**src/rtl/adam_kbd_fifo.sv**
```systemverilog
// adam_kbd_fifo: ps2_key events to ADAM codes with modifiers, typematic repeat and a show-ahead FIFO
module adam_kbd_fifo #(
    parameter int          DEPTH       = 8,
    parameter logic [23:0] REPEAT_DLY  = 24'd5_370_000,
    parameter logic [23:0] REPEAT_RATE = 24'd1_070_000
) (
    input  logic                     clk_i,
    input  logic                     reset_n_i,
    input  logic [10:0]              ps2_key_i,
    input  logic                     rd_i,
    output logic [7:0]               data_o,
    output logic                     valid_o,
    output logic [$clog2(DEPTH):0]   count_o,
    output logic                     overflow_o
);
    localparam int AW = $clog2(DEPTH);
    localparam logic [AW:0] FULL = (AW+1)'(DEPTH);

    typedef enum logic [1:0] {IDLE, DELAY, REPEAT} state_t;

    function automatic logic [7:0] f_letter(input logic [7:0] s);
        case (s)
            8'h1C: f_letter = 8'h61;  8'h32: f_letter = 8'h62;  8'h21: f_letter = 8'h63;
            8'h23: f_letter = 8'h64;  8'h24: f_letter = 8'h65;  8'h2B: f_letter = 8'h66;
            8'h34: f_letter = 8'h67;  8'h33: f_letter = 8'h68;  8'h43: f_letter = 8'h69;
            8'h3B: f_letter = 8'h6A;  8'h42: f_letter = 8'h6B;  8'h4B: f_letter = 8'h6C;
            8'h3A: f_letter = 8'h6D;  8'h31: f_letter = 8'h6E;  8'h44: f_letter = 8'h6F;
            8'h4D: f_letter = 8'h70;  8'h15: f_letter = 8'h71;  8'h2D: f_letter = 8'h72;
            8'h1B: f_letter = 8'h73;  8'h2C: f_letter = 8'h74;  8'h3C: f_letter = 8'h75;
            8'h2A: f_letter = 8'h76;  8'h1D: f_letter = 8'h77;  8'h22: f_letter = 8'h78;
            8'h35: f_letter = 8'h79;  8'h1A: f_letter = 8'h7A;
            default: f_letter = 8'h00;
        endcase
    endfunction

    function automatic logic [7:0] f_digit(input logic [7:0] s, input logic sh);
        case (s)
            8'h45: f_digit = sh ? 8'h29 : 8'h30;
            8'h16: f_digit = sh ? 8'h21 : 8'h31;
            8'h1E: f_digit = sh ? 8'h40 : 8'h32;
            8'h26: f_digit = sh ? 8'h23 : 8'h33;
            8'h25: f_digit = sh ? 8'h24 : 8'h34;
            8'h2E: f_digit = sh ? 8'h25 : 8'h35;
            8'h36: f_digit = sh ? 8'h5E : 8'h36;
            8'h3D: f_digit = sh ? 8'h26 : 8'h37;
            8'h3E: f_digit = sh ? 8'h2A : 8'h38;
            8'h46: f_digit = sh ? 8'h28 : 8'h39;
            default: f_digit = 8'h00;
        endcase
    endfunction

    function automatic logic [7:0] f_misc(input logic [7:0] s);
        case (s)
            8'h29: f_misc = 8'h20;
            8'h5A: f_misc = 8'h0D;
            8'h66: f_misc = 8'h08;
            8'h76: f_misc = 8'h1B;
            8'h0D: f_misc = 8'h09;
            default: f_misc = 8'h00;
        endcase
    endfunction

    function automatic logic [7:0] f_ext(input logic [7:0] s);
        case (s)
            8'h75: f_ext = 8'hA0;
            8'h74: f_ext = 8'hA1;
            8'h72: f_ext = 8'hA2;
            8'h6B: f_ext = 8'hA3;
            default: f_ext = 8'h00;
        endcase
    endfunction

    logic        r_armed, r_tog;
    logic        r_s1_v, r_s1_ext, r_s1_mk;
    logic [7:0]  r_s1_scan;
    logic        r_lsh, r_rsh, r_ctrl, r_caps;
    logic        r_s2_push, r_s2_brk, r_s2_ext;
    logic [7:0]  r_s2_scan, r_s2_code;
    state_t      r_state;
    logic [23:0] r_cnt;
    logic [8:0]  r_rkey;
    logic [7:0]  r_rcode;
    logic [7:0]  r_mem [DEPTH];
    logic [AW-1:0] r_wp, r_rp;
    logic [AW:0] r_fcnt;
    logic        r_ovf;

    logic        w_evt, w_s1_std, w_shift;
    logic [7:0]  w_let, w_dig, w_code;
    logic        w_dly_done, w_rate_done, w_brk_hit, w_rpt;
    logic        w_push_v, w_pop, w_full, w_wr;
    logic [7:0]  w_push_d;

    assign w_evt    = r_armed && (ps2_key_i[10] != r_tog);
    assign w_s1_std = r_s1_v && !r_s1_ext;
    assign w_shift  = r_lsh | r_rsh;
    assign w_let    = f_letter(r_s1_scan);
    assign w_dig    = f_digit(r_s1_scan, w_shift);
    // every mapped code is nonzero, so zero doubles as "unmapped"
    assign w_code   = r_s1_ext ? f_ext(r_s1_scan) :
                      (w_let != 8'h00) ? (r_ctrl ? (w_let & 8'h1F) : (w_shift ^ r_caps) ? (w_let ^ 8'h20) : w_let) :
                      (w_dig != 8'h00) ? w_dig : f_misc(r_s1_scan);

    always_ff @(posedge clk_i) begin
        if (!reset_n_i) begin
            r_armed   <= 1'b0;
            r_tog     <= 1'b0;
            r_s1_v    <= 1'b0;
            r_s1_ext  <= 1'b0;
            r_s1_mk   <= 1'b0;
            r_s1_scan <= 8'h00;
            r_lsh     <= 1'b0;
            r_rsh     <= 1'b0;
            r_ctrl    <= 1'b0;
            r_caps    <= 1'b0;
            r_s2_push <= 1'b0;
            r_s2_brk  <= 1'b0;
            r_s2_ext  <= 1'b0;
            r_s2_scan <= 8'h00;
            r_s2_code <= 8'h00;
        end else begin
            r_armed   <= 1'b1;
            r_tog     <= ps2_key_i[10];
            r_s1_v    <= w_evt;
            r_s1_ext  <= ps2_key_i[8];
            r_s1_mk   <= ps2_key_i[9];
            r_s1_scan <= ps2_key_i[7:0];
            r_lsh     <= (w_s1_std && r_s1_scan == 8'h12) ? r_s1_mk : r_lsh;
            r_rsh     <= (w_s1_std && r_s1_scan == 8'h59) ? r_s1_mk : r_rsh;
            r_ctrl    <= (r_s1_v && r_s1_scan == 8'h14) ? r_s1_mk : r_ctrl;
            r_caps    <= (w_s1_std && r_s1_mk && r_s1_scan == 8'h58) ? ~r_caps : r_caps;
            r_s2_push <= r_s1_v && r_s1_mk && (w_code != 8'h00);
            r_s2_brk  <= r_s1_v && !r_s1_mk;
            r_s2_ext  <= r_s1_ext;
            r_s2_scan <= r_s1_scan;
            r_s2_code <= w_code;
        end
    end

    assign w_dly_done  = (r_state == DELAY) && (r_cnt == REPEAT_DLY - 24'd1);
    assign w_rate_done = (r_state == REPEAT) && (r_cnt == REPEAT_RATE - 24'd1);
    assign w_brk_hit   = r_s2_brk && (r_state != IDLE) && ({r_s2_ext, r_s2_scan} == r_rkey);
    // a fresh decoded push or a matching release pre-empts any repeat due this cycle
    assign w_rpt       = !r_s2_push && !w_brk_hit && (w_dly_done || w_rate_done);

    always_ff @(posedge clk_i) begin
        if (!reset_n_i) begin
            r_state <= IDLE;
            r_cnt   <= 24'd0;
            r_rkey  <= 9'd0;
            r_rcode <= 8'h00;
        end else if (r_s2_push) begin
            r_state <= DELAY;
            r_cnt   <= 24'd0;
            r_rkey  <= {r_s2_ext, r_s2_scan};
            r_rcode <= r_s2_code;
        end else if (w_brk_hit) begin
            r_state <= IDLE;
            r_cnt   <= 24'd0;
        end else if (w_dly_done || w_rate_done) begin
            r_state <= REPEAT;
            r_cnt   <= 24'd0;
        end else begin
            r_cnt   <= (r_state == IDLE) ? 24'd0 : r_cnt + 24'd1;
        end
    end

    assign w_push_v = r_s2_push || w_rpt;
    assign w_push_d = r_s2_push ? r_s2_code : r_rcode;
    assign w_full   = (r_fcnt == FULL);
    assign w_pop    = rd_i && valid_o;
    assign w_wr     = w_push_v && (!w_full || w_pop);

    always_ff @(posedge clk_i) begin
        if (w_wr) r_mem[r_wp] <= w_push_d;
    end

    always_ff @(posedge clk_i) begin
        if (!reset_n_i) begin
            r_wp   <= '0;
            r_rp   <= '0;
            r_fcnt <= '0;
            r_ovf  <= 1'b0;
        end else begin
            r_wp   <= w_wr ? r_wp + 1'b1 : r_wp;
            r_rp   <= w_pop ? r_rp + 1'b1 : r_rp;
            r_fcnt <= r_fcnt + (AW+1)'(w_wr) - (AW+1)'(w_pop);
            r_ovf  <= r_ovf || (w_push_v && !w_wr);
        end
    end

    assign valid_o    = (r_fcnt != '0);
    assign data_o     = valid_o ? r_mem[r_rp] : 8'h00;
    assign count_o    = r_fcnt;
    assign overflow_o = r_ovf;
endmodule

```
**config.mk**
```make
export PLATFORM = sky130hd
export DESIGN_NAME = adam_kbd_fifo
export DESIGN_NICKNAME = d
export VERILOG_FILES = /design/src/rtl/adam_kbd_fifo.sv
export SDC_FILE = /design/constraint.sdc
export NUM_CORES = 1
export LEC_CHECK = 0
export BUFFER_PORTS_ARGS = -buffer_cell sky130_fd_sc_hd__buf_2
export CELL_PAD_IN_SITES_DETAIL_PLACEMENT = 1
export CELL_PAD_IN_SITES_GLOBAL_PLACEMENT = 2
export CORE_ASPECT_RATIO = 0.8
export CORE_MARGIN = 10
export CORE_UTILIZATION = 41
export DETAILED_ROUTE_END_ITERATION = 6
export PLACE_DENSITY = 0.8
export SYNTH_ARGS = -nofsm -noshare
export SYNTH_HDL_FRONTEND = slang
export SYNTH_SLANG_ARGS = --single-unit
export TNS_END_PERCENT = 20
```
**constraint.sdc**
```tcl
create_clock -name clk_i -period 3.08 [get_ports clk_i]
set_input_delay 0.462 -clock clk_i [delete_from_list [all_inputs] [get_ports clk_i]]
set_output_delay 0.462 -clock clk_i [all_outputs]
set_load 0.05 [all_outputs]
```
==> impl_metrics.py, run 1 <==
metrics = {
    "status": {
        "status": "finished, final reports clean",
    },
    "routing": {
        "routedWlPerCell_um": 18.64,
        "num_vias": 5351,
        "drt_first_pass_iters": 5,
        "drc_errors": 0,
        "vias_per_cell": 5.557,
        "drt-total-wl_um": 17960,
        "ant_nets": 0,
        "drt_iter0_markers": 327,
    },
    "sta": {
        "grt_setup_unrepaired": "no",
        "relSlewSlack": 0.4280,
        "skew_ns": 0.01119,
        "worst_slew_pin_slew_ns": 0.8581,
        "slew_viol_final": 0,
        "final_hold_viol_count": 0,
        "period_share": 0.8976,
        "fin_crit_ns": 2.764,
        "fmax_mhz": 361.7,
        "tns_ns": 0,
        "finalSetupViolCount": 0,
    },
    "cells_and_area": {
        "fin_nets": 750,
        "diodes": 0,
        "drive_gt1_frac": 0.1542,
        "final_area_mm2": 0.008488,
        "syn_to_final_growth_pct": 13.27,
    },
    "global_routing": {
        "grtUsageTotal": 0.1529,
        "grt_max_degree": 34,
        "gr-total-overflow": 0,
        "antenna_found_initial": 0,
        "grt_pass1_wl_um": 29660,
        "grt_pass1_vias": 5564,
    },
    "floorplan": {
        "die_w_um": 171.2,
        "initial_core_util": 0.4150,
        "rows": 44,
        "ios": 28,
        "dieArea_mm2": 0.02412,
        "coreArea_mm2": 0.01806,
        "die_y_um": 140.9,
    },
    "logic_synthesis": {
        "synth_xor_area_frac": 0.04792,
        "synth_seq_cells": 163,
        "ys.flop_type": "dfxtp_1",
        "yosys-top-cells-area": "dfxtp_1 26%, edfxtp_1 26%, mux4_2 4.8%",
        "yosys_warnings": 0,
        "synth_compound_area_frac": 0.09050,
        "synth_area_per_cell_um2": 10.74,
        "yosys.area.top_type": "dfxtp_1",
        "synth_area_mm2": 0.007493,
        "syn-num-nets": 728,
        "synth_edf_count": 64,
        "synth_simple_gate_area_frac": 0.1862,
        "muxShareOfSynthArea": 0.09384,
        "yosys.area.top_type_share": 0.2645,
        "yosys.area_share.adder": 0.02772,
        "ys_seq_area_frac": 0.5210,
        "synth_cells": 698,
        "async_reset_ff_frac": 0,
        "synth_top_family_by_area": "simple AND/OR/NAND/NOR gates",
        "synth_cell_types": 65,
    },
    "worst_setup_path": {
        "setup.worst_path.start": "r_rkey[1]$_SDFFE_PN0P_",
        "crit_arrival_ns": 3.07,
        "reg2reg_setup_slack_ns": 0.32,
        "cp_max_fo": 9,
        "endpoint": "count_o[2]$_SDFF_PN0_",
        "reg2reg_depth": 10,
        "timing.rr.end": "count_o[2]$_SDFF_PN0_",
        "worstPathRequired_ns": 3.38,
        "crit_type": "flip-flop to flip-flop",
        "r2r_start": "r_rkey[1]$_SDFFE_PN0P_",
        "startpoint_type": "flip-flop",
        "cp-end-kind": "flip-flop",
    },
    "clock_tree": {
        "cts-resized-gates": 0,
        "cts_max_level": 4,
        "cts_buffers": 17,
        "insertion_delay_ns": 0.43,
        "clk_pin_slew_ns": 0.07,
        "cts_sinks": 163,
        "postCtsHoldBufs": 0,
        "post-cts-setup-buffers": 0,
        "clockBufferDepth": 2,
        "cts_tree": "yes",
        "cts_root_buf": "clkbuf_16",
    },
    "placed_design": {
        "placed_area_mm2": 0.007876,
        "io_buffers": 27,
        "dp_hpwl_um": 12800,
        "routabilityCongestion": 0.9113,
    },
    "power_and_ir_drop": {
        "p_leak_nw": 2.897,
        "vdd_drop_max_v": 0.0003230,
        "p_per_area_mw_per_mm2": 692.6,
    },
    "job": {
        "max_cap_viol_count": 0,
    },
    "hold_path": {
        "min_path_type": "primary input to flip-flop",
    },
}
[where the power goes]
part | internal (mW) | switching [mW] | total, mW
logic | 0.411 | 0.892 | 1.30
registers | 2.29 | 0.0837 | 2.38
clock network | 1.23 | 0.964 | 2.20
total | 3.94 | 1.94 | 5.88
[routing by layer]
metal  routed length [µm]  vias up  track usage
met1                 9045     2669       0.2139
met3                  778       26      0.03599
met2                 7905      103       0.2274
li1                     -     2553            -
met5                    0        -            0
met4                  225        0      0.04842
[metrics by stage]
stage	std cells	power (mW)	setup slack, ns	util	hold WS (ns)
floorplan	698	3.421	0.1282	-	0.4176
global placement	931	3.706	0.4313	0.4362	0.4297
detailed placement	931	3.731	0.3359	0.4362	0.4405
CTS	963	5.951	0.2662	0.4701	0.2189
global route	963	6.160	0.03695	0.4701	0.2306
finish	963	5.878	0.3155	0.4701	0.2380
[Yosys cell counts, drive strengths merged, types with 4 or more instances]
cell type,count
nor2b,10
clkbuf,29
a31oi,7
nand3,22
edfxtp,64
nand2,40
ha,15
xnor2,17
o21ai,20
mux2i,23
or4,4
nor4,9
buf,10
a21oi,28
and3,6
nand3b,5
nand4,15
mux2,10
and2,30
inv,24
nor2,87
nor3,14
xor2,24
mux4,16
nand2b,6
o22ai,7
o31ai,4
nor3b,6
dfxtp,99
[worst max-delay path: stages (launching register included)]
cell	delay [ns]
dfxtp_1	0.33
xor2_1	0.18
nor4_1	0.32
nand4_1	0.29
a31oi_4	0.35
nand2b_1	0.23
o21ai_0	0.11
ha_1	0.22
fa_1	0.38
xnor2_1	0.17
nor2_1	0.06
[state kept, by name, summed over array words and instances, names as in the netlist, 4 cells and up, named ones only]
| register | cells |
|---|---|
| count_o | 4 |
| r_cnt | 24 |
| r_mem | 64 |
| r_rcode | 8 |
| r_rkey | 9 |
| r_s1_scan | 8 |
| r_s2_code | 8 |
| r_s2_scan | 8 |
[final cells by class]
| cell class | count | area (µm²) |
|---|---|---|
| inverters | 25 | 93.84 |
| well taps | 230 | 287.8 |
| fillers | 1966 | 9569 |
| repair buffers | 42 | 247.7 |
| clock inverters | 15 | 186.4 |
| multi-input cells | 471 | 3343 |
| clock buffers | 17 | 425.4 |
| flip-flops and latches | 163 | 3904 |
[cell usage in the layout (no fill, tap or decap), drive strengths merged, types with 16 or more instances in the layout]
master  netlist  final
nor2         87     87
inv          24     33
xnor2        17     17
nand3        22     22
and2         30     30
buf          10     42
mux2i        23     23
xor2         24     24
clkbuf       29     17
mux4         16     16
nand2        40     40
o21ai        20     20
a21oi        28     28
edfxtp       64     64
dfxtp        99     99
[logic make-up (layout without fill, tap and decap cells)]
group	count (synthesis)	count (layout)
flip-flops	163	163
AND/OR/NAND/NOR	268	268
adder cells (fa/ha/maj)	16	16
buffers and inverters	64	99
multiplexers	49	49
AO/OA/AOI/OAI	97	97
XOR/XNOR	41	41
[worst min-delay path by stage]
stage	start	endpoint	cells past startpoint
floorplan	r_cnt[0]$_SDFF_PP0_	r_cnt[0]$_SDFF_PP0_	1
global placement	r_cnt[0]$_SDFF_PP0_	r_cnt[0]$_SDFF_PP0_	1
detailed placement	r_cnt[0]$_SDFF_PP0_	r_cnt[0]$_SDFF_PP0_	1
CTS	ps2_key_i[7]	r_s1_scan[7]$_SDFF_PN0_	2
global route	ps2_key_i[7]	r_s1_scan[7]$_SDFF_PN0_	2
finish	ps2_key_i[7]	r_s1_scan[7]$_SDFF_PN0_	2
Note: power is estimated with default switching activity, not from simulation.
==> run 2: changes to the inputs <==
--- a/config.mk
+++ b/config.mk
@@ -9,7 +9,7 @@
 export CELL_PAD_IN_SITES_DETAIL_PLACEMENT = 1
 export CELL_PAD_IN_SITES_GLOBAL_PLACEMENT = 2
 export CORE_ASPECT_RATIO = 0.8
-export CORE_MARGIN = 10
+export CORE_MARGIN = 1
 export CORE_UTILIZATION = 41
 export DETAILED_ROUTE_END_ITERATION = 6
 export PLACE_DENSITY = 0.8
==> impl_metrics.py, run 2 (synthesized netlist as in run 1, its figures left out) <==
metrics = {
    "worst_setup_path": {
        "cpPeakStageDelay_ns": 0.41,
        "cp-end-kind": "flip-flop",
        "crit_type": "flip-flop to flip-flop",
        "cp_slowest_cell": "fa_1",
        "worstPathRequired_ns": 3.40,
        "crit_arrival_ns": 3.12,
        "cp_cell_sequence": "ha_1 -> and3_1 -> nand3_1 -> a211oi_4 -> a31oi_4 -> nand2b_1 -> o21ai_0 -> ha_1 -> fa_1 -> and2_1",
        "startpoint_type": "flip-flop",
        "cp_max_fo": 9,
        "crit_top_cell": "ha_1",
    },
    "clock_tree": {
        "cts_max_level": 4,
        "clk_pin_slew_ns": 0.07,
        "insertion_delay_ns": 0.43,
        "post-cts-setup-buffers": 0,
        "cts-resized-gates": 0,
        "postCtsHoldBufs": 0,
        "cts_root_buf": "clkbuf_16",
        "cts_buffers": 17,
        "cts_tree": "yes",
        "clockBufferDepth": 2,
        "cts_sinks": 163,
    },
    "sta": {
        "setup_ws_ns": 0.2863,
        "slew_viol_final": 0,
        "worst_slew_pin_slew_ns": 0.8500,
        "final_hold_viol_count": 0,
        "relSlewSlack": 0.4333,
        "finalSetupViolCount": 0,
        "tns_ns": 0,
        "grt_setup_unrepaired": "no",
        "skew_ns": 0.008214,
        "period_share": 0.9070,
        "fin_crit_ns": 2.794,
        "fmax_mhz": 357.9,
    },
    "routing": {
        "routedWlPerCell_um": 19.24,
        "drt-total-wl_um": 18410,
        "num_vias": 5354,
        "drt_iter0_markers": 314,
        "drc_errors": 0,
        "ant_nets": 0,
        "vias_per_cell": 5.595,
        "drt_first_pass_iters": 4,
    },
    "placed_design": {
        "io_buffers": 27,
        "dpl.cell_count": 925,
        "pre_cts_ws_ns": 0.3161,
        "routabilityCongestion": 0.8932,
        "dp_hpwl_um": 12930,
    },
    "cells_and_area": {
        "largest_reg_flops": 64,
        "top_register": "r_mem",
        "fill_cells": 1919,
        "diodes": 0,
        "syn_to_final_growth_pct": 13.16,
        "reg_top3": "r_mem x64, r_cnt x24, r_rkey x9",
        "final-seq-area_mm2": 0.003904,
        "fin_nets": 749,
        "final_cell_mix": "99 x dfxtp_1, 87 x nor2_1, 64 x edfxtp_1",
        "multi_input_area_mm2": 0.003343,
        "instances_no_fill": 957,
        "drive_gt1_frac": 0.1530,
        "final_common_cell": "dfxtp_1",
        "post-route-util": 0.4820,
    },
    "global_routing": {
        "grt_pass1_vias": 5646,
        "antenna_found_initial": 0,
        "gr-total-overflow": 0,
        "grt_max_degree": 33,
        "grt_pass1_wl_um": 30090,
        "grtUsageTotal": 0.2080,
    },
    "floorplan": {
        "die_y_um": 122.9,
        "coreArea_mm2": 0.01759,
        "initial_core_util": 0.4259,
        "die_w_um": 153.2,
        "dieArea_mm2": 0.01883,
        "rows": 43,
        "ios": 28,
    },
    "status": {
        "status": "finished, final reports clean",
    },
    "power_and_ir_drop": {
        "p_per_area_mw_per_mm2": 695.8,
        "p_leak_nw": 2.896,
        "total_power_mw": 5.900,
        "vdd_drop_max_v": 0.0003322,
    },
    "hold_path": {
        "min_path_type": "primary input to flip-flop",
    },
    "job": {
        "max_cap_viol_count": 0,
    },
}
run 2: path summary, 6_finish.rpt:
kind	end	slack [ns]	from	cells past startpoint
worst max-delay path	count_o[1]$_SDFF_PN0_	0.29	r_cnt[0]$_SDFF_PP0_	10
worst min-delay path	r_s1_scan[7]$_SDFF_PN0_	0.23	ps2_key_i[7]	2
worst max register to register	count_o[1]$_SDFF_PN0_	0.29	r_cnt[0]$_SDFF_PP0_	10
worst min register to register	r_cnt[0]$_SDFF_PP0_	0.45	r_cnt[0]$_SDFF_PP0_	1
run 2: area by class of cell:
cell class / instances / area share
tap: 225 / 0.03320
clock inverter: 15 / 0.02258
multi-input combinational: 471 / 0.3943
inverter: 25 / 0.01107
sequential: 163 / 0.4604
timing repair buffer: 41 / 0.02833
clock buffer: 17 / 0.05017
run 2: layer usage:
layer,track usage,vias up,part of all wire
met3,0.03505,25,0.030
met4,0.07197,0,0.016
met1,0.2889,2677,0.51
li1,-,2551,-
met5,0,-,0
met2,0.3302,101,0.44
run 2: power by group:
part           leakage, nW  total [mW]  internal (mW)  switching [mW]
combinational         1.30        1.28          0.408           0.874
clock                0.298        2.24           1.30           0.935
sequential            1.30        2.38           2.29          0.0890
run 2: critical path, delay by kind of cell, from the launching register on:
| family | cells | cell delay, ns |
|---|---|---|
| flops | 1 | 0.36 |
| fa+ha+maj | 3 | 0.84 |
| compound gates | 3 | 0.68 |
| simple gates | 4 | 0.80 |
run 2: per-stage QoR:
step,instance area (µm²),hold slack [ns]
2_1_floorplan,7493,0.4176
3_3_place_gp,7863,0.4293
3_5_place_dp,7863,0.4394
4_1_cts,8479,0.2178
5_1_grt,8479,0.2219
6_report,8479,0.2339
==> run 3: changes to the inputs <==
--- a/config.mk
+++ b/config.mk
@@ -8,10 +8,11 @@
 export BUFFER_PORTS_ARGS = -buffer_cell sky130_fd_sc_hd__buf_2
 export CELL_PAD_IN_SITES_DETAIL_PLACEMENT = 1
 export CELL_PAD_IN_SITES_GLOBAL_PLACEMENT = 2
-export CORE_ASPECT_RATIO = 0.8
+export CORE_ASPECT_RATIO = 0.6
 export CORE_MARGIN = 1
 export CORE_UTILIZATION = 41
 export DETAILED_ROUTE_END_ITERATION = 6
+export MAX_ROUTING_LAYER = met4
 export PLACE_DENSITY = 0.8
 export SYNTH_ARGS = -nofsm -noshare
 export SYNTH_HDL_FRONTEND = slang
==> impl_metrics.py, run 3 (synthesized netlist as in run 1, its figures left out) <==
metrics = {
    "cells_and_area": {
        "fill_cells": 1913,
        "drive_gt1_frac": 0.1563,
        "top_register": "r_mem",
        "final_cell_mix": "99 x dfxtp_1, 87 x nor2_1, 64 x edfxtp_1",
        "diodes": 0,
        "fin_nets": 753,
        "post-route-util": 0.4855,
        "instances_no_fill": 970,
        "reg_top3": "r_mem x64, r_cnt x24, r_rkey x9",
        "syn_to_final_growth_pct": 13.37,
        "final_area_mm2": 0.008496,
        "final_common_cell": "dfxtp_1",
        "largest_reg_flops": 64,
    },
    "routing": {
        "drt_first_pass_iters": 5,
        "drt_iter0_markers": 428,
        "ant_nets": 0,
        "routedWlPerCell_um": 19.68,
        "drc_errors": 0,
        "drt-total-wl_um": 19090,
        "vias_per_cell": 5.586,
        "num_vias": 5418,
    },
    "placed_design": {
        "routabilityCongestion": 0.8930,
        "io_buffers": 27,
        "dpl.cell_count": 936,
        "placed_area_mm2": 0.007889,
        "dp_hpwl_um": 13480,
    },
    "power_and_ir_drop": {
        "vdd_drop_max_v": 0.0003928,
        "p_leak_nw": 2.902,
        "p_per_area_mw_per_mm2": 687.8,
    },
    "floorplan": {
        "dieArea_mm2": 0.01884,
        "ios": 28,
        "die_w_um": 176.5,
        "coreArea_mm2": 0.01750,
        "die_y_um": 106.7,
        "initial_core_util": 0.4282,
        "rows": 37,
    },
    "sta": {
        "tns_ns": 0,
        "period_share": 0.9441,
        "finalSetupViolCount": 0,
        "grt_setup_unrepaired": "no",
        "fmax_mhz": 343.9,
        "worst_slew_pin_slew_ns": 0.9208,
        "skew_ns": 0.01068,
        "final_hold_viol_count": 0,
        "fin_crit_ns": 2.908,
        "slew_viol_final": 0,
        "relSlewSlack": 0.3805,
    },
    "clock_tree": {
        "cts_root_buf": "clkbuf_16",
        "cts_sinks": 163,
        "cts-resized-gates": 0,
        "clockBufferDepth": 2,
        "cts_max_level": 4,
        "cts_buffers": 17,
        "insertion_delay_ns": 0.43,
        "cts_tree": "yes",
        "clk_pin_slew_ns": 0.06,
    },
    "job": {
        "max_cap_viol_count": 0,
    },
    "worst_setup_path": {
        "cp-end-kind": "flip-flop",
        "cp_max_fo": 9,
        "crit_type": "flip-flop to flip-flop",
        "reg2reg_depth": 10,
        "crit_arrival_ns": 3.21,
        "worstPathRequired_ns": 3.38,
        "startpoint_type": "flip-flop",
    },
    "global_routing": {
        "grt_pass1_wl_um": 30530,
        "grtUsageTotal": 0.2186,
        "gr-total-overflow": 0,
        "grt_max_degree": 32,
        "antenna_found_initial": 0,
        "grt_pass1_vias": 5454,
    },
    "status": {
        "status": "finished, final reports clean",
    },
    "hold_path": {
        "min_path_type": "primary input to flip-flop",
        "hold_depth": 2,
    },
}
[run 3: cell types whose count changed in the layout (fill, tap and decap cells not counted)]
cell,change
clkbuf_1,+1
clkinv_4,+2
clkinv_2,+1
inv_6,-4
bufinv_16,-1
clkbuf_8,+1
buf_4,+4
[run 3: where the power goes]
part | leakage (nW) | internal (mW) | switching (mW)
clock network | 0.287 | 1.23 | 0.911
logic | 1.31 | 0.416 | 0.924
registers | 1.30 | 2.29 | 0.0667
[run 3: path summary, 6_finish.rpt]
kind | startpoint | endpoint | slack (ns)
worst min-delay path | ps2_key_i[9] | r_s1_mk$_SDFF_PN0_ | 0.25
worst max-delay path | r_rkey[2]$_SDFFE_PN0P_ | count_o[2]$_SDFF_PN0_ | 0.17
worst min register to register | r_cnt[0]$_SDFF_PP0_ | r_cnt[0]$_SDFF_PP0_ | 0.45
worst max register to register | r_rkey[2]$_SDFFE_PN0P_ | count_o[2]$_SDFF_PN0_ | 0.17
[run 3: final cells by class]
cell class | instances | area, µm² | share of cell area
clock buffer | 19 | 442.9 | 0.05214
clock inverter | 13 | 148.9 | 0.01753
inverter | 25 | 93.84 | 0.01105
multi-input combinational | 471 | 3343 | 0.3935
sequential | 163 | 3904 | 0.4595
tap | 234 | 292.8 | 0.03446
timing repair buffer | 45 | 270.3 | 0.03181
[run 3: critical path: stages (launching register included)]
cell and delay (ns):
dfxtp_1 0.32, xor2_1 0.16, nor4_1 0.39, nand4_1 0.28, a31oi_4 0.33, nand2b_1 0.27, o21ai_0 0.13, ha_1 0.23
fa_1 0.38, xnor2_1 0.21, nor2_1 0.07
[run 3: layer usage]
metal | wire (µm) | global-route usage | vias to the layer above
met5 | 0 | - | -
met4 | 119 | 0.04803 | 0
met3 | 998 | 0.04752 | 9
met2 | 8103 | 0.2989 | 155
met1 | 9868 | 0.3264 | 2698
li1 | - | - | 2556
[run 3: metrics by stage]
stage | setup slack (ns) | hold slack (ns) | power [mW]
global route | 0.002068 | 0.2355 | 6.098
finish | 0.1722 | 0.2450 | 5.843
floorplan | 0.1282 | 0.4176 | 3.421
global placement | 0.4421 | 0.4297 | 3.708
CTS | 0.1511 | 0.2326 | 5.897
detailed placement | 0.3217 | 0.4368 | 3.743
[run 3: repair_timing]
action,CTS,global route
endpoints found under the setup margin,0,1
buffers inserted,0,2
hold endpoints to repair,0,0
hold buffers,0,0
